--- config.mk ---
export PLATFORM = sky130hd
export DESIGN_NAME = cfg_stream_loader
export DESIGN_NICKNAME = d
export VERILOG_FILES = /design/src/rtl/cfg_stream_loader.sv
export SDC_FILE = /design/constraint.sdc
export NUM_CORES = 1
export LEC_CHECK = 0
export BUFFER_PORTS_ARGS = -buffer_cell sky130_fd_sc_hd__buf_2
export CAP_MARGIN = 10
export CORE_MARGIN = 10
export CORE_UTILIZATION = 46
export CTS_CLUSTER_DIAMETER = 40
export CTS_CLUSTER_SIZE = 10
export DETAILED_ROUTE_END_ITERATION = 8
export PLACE_DENSITY = 0.81
export SLEW_MARGIN = 20
export SYNTH_ARGS = -nofsm -noshare
export SYNTH_HDL_FRONTEND = slang
export SYNTH_SLANG_ARGS = --single-unit
--- constraint.sdc ---
create_clock -name clk -period 2.95 [get_ports clk]
set_clock_uncertainty 0.15 [all_clocks]
set_input_delay 0.885 -clock clk [delete_from_list [all_inputs] [get_ports clk]]
set_output_delay 0.885 -clock clk [all_outputs]
set_load 0.01 [all_outputs]
--- src/rtl/cfg_stream_loader.sv ---
// Configuration stream loader: parses HEADER, N, then N {IDX, REG, DATA} records
// from a byte stream and issues one single-byte register write per record.
module cfg_stream_loader #(
  parameter logic [7:0]  HEADER  = 8'hA5,
  parameter int unsigned TIMEOUT = 255
) (
  input  logic        clk,
  input  logic        rst,
  input  logic [7:0]  in_data,
  input  logic        in_valid,
  output logic        in_ready,
  output logic [15:0] addr,
  output logic [31:0] wdata,
  output logic [3:0]  wstrb,
  output logic        valid,
  input  logic        ready,
  output logic        busy,
  output logic        done,
  output logic        err,
  output logic [7:0]  rec_count
);

  typedef enum logic [2:0] {
    S_HUNT,
    S_COUNT,
    S_IDX,
    S_REG,
    S_DATA,
    S_WRITE
  } state_t;

  // Last wait-counter value before giving up on the peripheral.
  localparam logic [7:0] WAIT_LAST = 8'(TIMEOUT - 1);

  state_t     state;
  logic [7:0] n_rec;
  logic [2:0] idx_q;
  logic [7:0] reg_q;
  logic [7:0] wait_cnt;
  logic [7:0] rec_next;
  logic       accept;

  assign accept   = in_valid && in_ready;
  assign rec_next = rec_count + 8'd1;
  assign busy     = (state != S_HUNT);

  // Frame fields carry no control meaning until the state machine consumes them.
  always_ff @(posedge clk) begin
    if (accept) begin
      case (state)
        S_COUNT: n_rec <= in_data;
        S_IDX:   idx_q <= in_data[2:0];
        S_REG:   reg_q <= in_data;
        default: ;
      endcase
    end
  end

  always_ff @(posedge clk or posedge rst) begin
    if (rst) begin
      state     <= S_HUNT;
      in_ready  <= 1'b0;
      addr      <= '0;
      wdata     <= '0;
      wstrb     <= '0;
      valid     <= 1'b0;
      done      <= 1'b0;
      err       <= 1'b0;
      rec_count <= '0;
      wait_cnt  <= '0;
    end else begin
      done <= 1'b0;
      case (state)
        S_HUNT: begin
          in_ready <= 1'b1;
          if (accept && (in_data == HEADER)) begin
            state     <= S_COUNT;
            err       <= 1'b0;
            rec_count <= '0;
          end
        end
        S_COUNT: begin
          if (accept) begin
            if (in_data == 8'd0) begin
              done  <= 1'b1;
              state <= S_HUNT;
            end else begin
              state <= S_IDX;
            end
          end
        end
        S_IDX: begin
          if (accept) state <= S_REG;
        end
        S_REG: begin
          if (accept) state <= S_DATA;
        end
        S_DATA: begin
          if (accept) begin
            addr     <= {5'b0, idx_q, reg_q};
            wdata    <= {24'b0, in_data};
            wstrb    <= 4'b0001;
            valid    <= 1'b1;
            wait_cnt <= '0;
            in_ready <= 1'b0;
            state    <= S_WRITE;
          end
        end
        S_WRITE: begin
          // An acknowledge on the final waiting cycle still counts as a completed write.
          if (ready) begin
            valid     <= 1'b0;
            wstrb     <= '0;
            in_ready  <= 1'b1;
            rec_count <= rec_next;
            if (rec_next == n_rec) begin
              done  <= 1'b1;
              state <= S_HUNT;
            end else begin
              state <= S_IDX;
            end
          end else if (wait_cnt == WAIT_LAST) begin
            valid    <= 1'b0;
            wstrb    <= '0;
            in_ready <= 1'b1;
            err      <= 1'b1;
            state    <= S_HUNT;
          end else begin
            wait_cnt <= wait_cnt + 8'd1;
          end
        end
        default: state <= S_HUNT;
      endcase
    end
  end

endmodule
### After elaboration in Yosys (flattened, before gate mapping)

Cells that the tools add are included.

* word-level logic and storage cells: 88
* latch bits: 0
* bits in writable memories: 0
* bits in registers: 65
* memory bits (read-only): 0
* memories kept: 0
* bits of input ports: 12

* divide/modulo/power cells: 0
* multiplexer cells: 37
* add/subtract/negate cells: 2
* equality and inequality tests: 18
* multiply operators: 0
* $lt $le $gt $ge: 0
* shifts and indexed selects: 0
* reduce and logical (&&, ||, !) cells: 18
* bitwise logic cells: 0

Operators with widths (number)
* $mux 8: 5
* $pmux 8 s2: 2
* $mux 3: 7
* $ne 2x2->1 const B: 9
* $pmux 3 s6: 1
* $add 8x1->8 const B: 2
* $eq 8x8->1 const B: 2
* $mux 1: 12
* $mux 4: 3
* $reduce_and 3->1: 3
* $eq 8x8->1: 1
* $logic_not 8->1: 1
* $pmux 4 s2: 1
* $reduce_and 2->1: 4
* $reduce_and 4->1: 2
* $eq 3x2->1 const B: 2
* $eq 3x3->1 const B: 2
* $pmux 1 s2: 3
* $reduce_and 6->1: 1
* $reduce_bool 3->1: 2
* $mux 2: 2
* $reduce_bool 2->1: 2
* $eq 3x1->1 const B: 1
* $logic_not 3->1: 1
* other kinds (3): 4

### Logic depth before layout (Yosys ltp)

* word-level depth: 5
* mapped depth: 8
* depth with buffers taken out: 7

### Worst setup path before layout

Ideal clock, no wire load.

* kind: input -> register
* from: in in_valid
* to: reg state[1]
* cell stages on the path: 5
* setup slack: 0.594 ns
* arrival: 2.128 ns
* setup time: 0.077 ns
* required time: 2.723 ns
* path through: nand3_1 -> nor3_1 -> o2bb2ai_1 -> a2111oi_0 -> a21oi_1

* word-level cells in the longest chain between the ends: 4
* elaborated cells on any way between the ends: 8
* those cells by class: 5 x eq/ne; 3 x reduce/logical

Ends and longest elaborated chain
* start, declared: RTL line 10 `input logic in_valid,`
* $logic_and 1x1->1 *: RTL line 43 `assign accept = in_valid && in_ready;`
* $logic_and 1x1->1: RTL line 76 `if (accept && (in_data == HEADER)) begin`
* $ne 2x2->1 (no line)
* $reduce_and 6->1 (no line) *
* end signal, assigned: RTL line 77 `state <= S_COUNT;`
* end signal, assigned: RTL line 86 `state <= S_HUNT;`
* end signal, assigned: RTL line 88 `state <= S_IDX;`
* end, declared: RTL line 35 `state_t state;`

Every way passes the cells marked *; elsewhere a longest branch is shown, timed or not.
A chain may end at the register's enable or synchronous reset.

### Worst setup path after layout

* from: reg state[2]
* to: out busy

* word-level cells in the longest chain between the ends: 1

Ends and longest elaborated chain
* start signal, assigned: RTL line 61 `state <= S_HUNT;`
* start signal, assigned: RTL line 77
* start signal, assigned: RTL line 86
* $reduce_bool 3->1: RTL line 45 `assign busy = (state != S_HUNT);`
* end, declared: RTL line 17 `output logic busy,`

Every way passes these cells.

==> summary.md <==
| Metric | Value |
|---|---|
| Syn Area/Cell | `9.810 µm²` |
| Leading post-synthesis cells by cell area | `dfrtp_1, edfxtp_1, nand2_1` |
| Layout cell share with drive strength beyond 1 | `18.61%` |
| Post-DR vias/cell | `5.272` |
| Total Routing Usage GR | `13.66%` |
| Most frequent cell after synthesis | `nand2_1` |
| Die ar. | `0.01018 mm²` |
| Maximum VDD drop | `498.3 µV` |
| Leak Pwr | `1.595 nW` |
| Part of the power in the clock network | `27.4%` |
| Max-cap violations | `0` |
| H-Tree Depth | `3` |
| Synthesized area | `0.003012 mm²` |
| GRT Residual Overflow | `0` |
| Post-synth ARST share | `68.85%` |
| Worst-Margin Slew | `0.7681 ns` |
| Crit end category | `output pin` |
| Crit path launch type | `flip-flop` |
| Power Density | `756.6 mW/mm²` |
| Post-route DRC violation count | `0` |
| Critical path class | `reg -> out` |
| Post-Route WL | `about 7 mm` |
| Post-detail-place hpwl | `~5 mm` |
| Synth warnings | `0` |
| Initial DRC count | `182` |
| I/O pin count | `77` |
| Net switching power | `0.0008682 W` |
| Skew-Pair Late Insertion Delay | `0.33 ns` |
| Row Count | `29` |
| First-pass GRT wire length | `11.30 mm` |
| Worst-path clk slew | `0.07 ns` |
| Clk sinks | `61` |
| Port Buffer Count | `44` |
| Int Pwr | `between 0.0015 and 0.002 W` |
| Routed vias | `2304` |
| Area leader, netlist | `dfrtp_1` |
| Die H | `100.9 µm` |
| Multi-input logic area | `between 0.001 and 0.0015 mm²` |
| Final Hold Viols | `0` |
| Max Freq | `slightly above 0.4 GHz` |
| Slew Limit Fails | `0` |
| Post_cts resized | `0` |
| Slew margin rel. | `48.57%` |
| CP Max Fanout | `9` |
| CTS Root Cell | `clkbuf_8` |
| Hold WC Path Type | `reg -> reg` |
| Core area | `roughly 0.0063 mm²` |
| Unrepaired setup endpoints after global routing | `false` |
| Routability cong. | `around 0.90` |
| Logic gate share of total power | `26.1%` |
| Required @ worst endpoint | `1.92 ns` |
| CTS Buf Count | `9` |
| Sequential power share | `46.4%` |
| Postcts setup bufs | `0` |
| Finished Layout Cells | `about 440` |
| Sequential Area | `between 0.0015 and 0.002 mm²` |
| N_diodes | `0` |
| Pre-antenna DRT Iters | `4` |
| Hold Buf Count CTS | `0` |
| Tcrit/Tclk final | `83.14%` |
| TritonCTS clock tree | `done` |
| Post-route ant nets | `0` |
| Initial antenna violation count | `0` |
| EDFF count, synth | `19` |
| Yosys top cell area share | `34.90%` |
| Switching share of total power | `34.03%` |
| Dpl cells | `421` |
| Layout fillers | `551` |
| Commonest cells in the synthesized netlist | `nand2_1, dfrtp_1, buf_4` |
| P&R area growth vs syn | `11.96%` |
| Post-Syn Instances | `307` |
| Final nets | `between 300 and 400` |
| Top FF cell, synth | `dfrtp_1` |
| Initial core utilization | `a little under half` |
| Largest net degree at the start of global routing | `43` |
| Post-Route Setup TNS | `0 ns` |
| Critical Path AT | `1.42 ns` |
| Period minus WS final | `2.453 ns` |
| Die Wd | `100.9 µm` |
| Outcome | `complete, no violations` |
| Register area share after synthesis | `53.84%` |
| Yosys cell types | `45` |
| Post-synthesis register bit count | `61` |
| Final setup viols | `0` |
| Routed wire per std cell | `15.84 µm` |
| Clock Path Buffers | `2` |
| Vias in the first global route | `2206` |
worst max-delay path, stage by stage (launching register included):
cell and delay (ns):
dfrtp_1 0.47, nor3_1 0.40, inv_1 0.07, buf_2 0.15
routing by layer:
layer	vias up	share of wire [%]	track usage, %
met1	1113	42	16.57
met4	0	1.6	6.002
met3	11	8.6	4.184
met2	99	48	21.82
li1	1081	-	-
met5	-	0	0
power groups by stage:
stage	Sequential (W)	Combinational, W	Clock, W
2_1_floorplan	0.00122	0.000406	0
3_3_place_gp	0.00119	0.000643	0
3_5_place_dp	0.00120	0.000671	0
4_1_cts	0.00118	0.000677	0.000704
5_1_grt	0.00121	0.000760	0.000743
6_report	0.00118	0.000667	0.000700
worst paths after layout:
check / startpoint / to / slack, ns / cells after the start
max: state[2] / busy / 0.50 / 3
max in group asynchronous: rst / wdata[3] / 1.74 / 3
min: idx_q[0] / addr[8] / 0.29 / 2
min in group asynchronous: rst / wait_cnt[5] / 0.53 / 3
min reg2reg: idx_q[0] / addr[8] / 0.29 / 2
max reg2reg: rec_count[1] / done / 0.51 / 6
metrics by stage:
| step | hold WS [ns] | instance area, µm² | power, W | utilization (%) | setup slack (ns) |
|---|---|---|---|---|---|
| 3_5_place_dp | 0.2759 | 3189 | 0.001867 | 50.23 | 0.4068 |
| 2_1_floorplan | 0.2646 | 3128 | 0.001626 | - | 0.5944 |
| 5_1_grt | 0.3163 | 3372 | 0.002713 | 53.10 | 0.2751 |
| 4_1_cts | 0.2932 | 3372 | 0.002564 | 53.10 | 0.4866 |
| 6_report | 0.2895 | 3372 | 0.002551 | 53.10 | 0.4973 |
| 3_3_place_gp | 0.2781 | 3189 | 0.001828 | 50.23 | 0.4512 |
cell usage in the layout (no fill, tap or decap), types with 2 or more instances in the layout:
cell type | Yosys | final
a31oi_1 | 2 | 2
a2111oi_0 | 2 | 2
clkinv_2 | 0 | 2
o211ai_1 | 2 | 2
ha_1 | 3 | 3
inv_1 | 8 | 8
nor2_1 | 16 | 16
and2_1 | 2 | 2
conb_1 | 1 | 32
clkbuf_8 | 0 | 9
xnor2_1 | 11 | 11
edfxtp_1 | 19 | 19
nor4_1 | 2 | 2
o2111ai_1 | 2 | 2
o31ai_1 | 5 | 5
nand4_1 | 4 | 4
o21ai_0 | 13 | 13
xor2_1 | 4 | 4
a21oi_1 | 11 | 11
clkbuf_1 | 6 | 2
nand2_1 | 74 | 74
buf_4 | 35 | 6
dfrtp_1 | 42 | 42
nand3_1 | 11 | 11
o2bb2ai_1 | 2 | 2
and3_1 | 3 | 3
buf_2 | 1 | 44
nor3_1 | 6 | 6
final cells by class:
class / instances / area share (%)
inverter: 8 / 0.8905
multi-input combinational: 225 / 34.88
sequential: 61 / 48.09
tap: 77 / 2.857
clock inverter: 5 / 1.521
clock buffer: 11 / 3.896
timing repair buffer: 50 / 7.866
registers in the layout, summed over array words and instances, names as in the netlist:
register	count
n_rec	8
reg_q	8
done	1
idx_q	3
wstrb	1
wdata	8
state	3
wait_cnt	8
err	1
in_ready	1
rec_count	8
addr	11
logic make-up after synthesis:
group           share of synthesized area [%]
mux                                    0.3324
compound gates                          10.14
flops                                   53.84
simple gates                            18.99
xor+xnor                                4.362
fa+ha+maj                               1.246
other cells                            0.1245
buf+inv                                 10.97
Power figures use the tool's default switching activity.
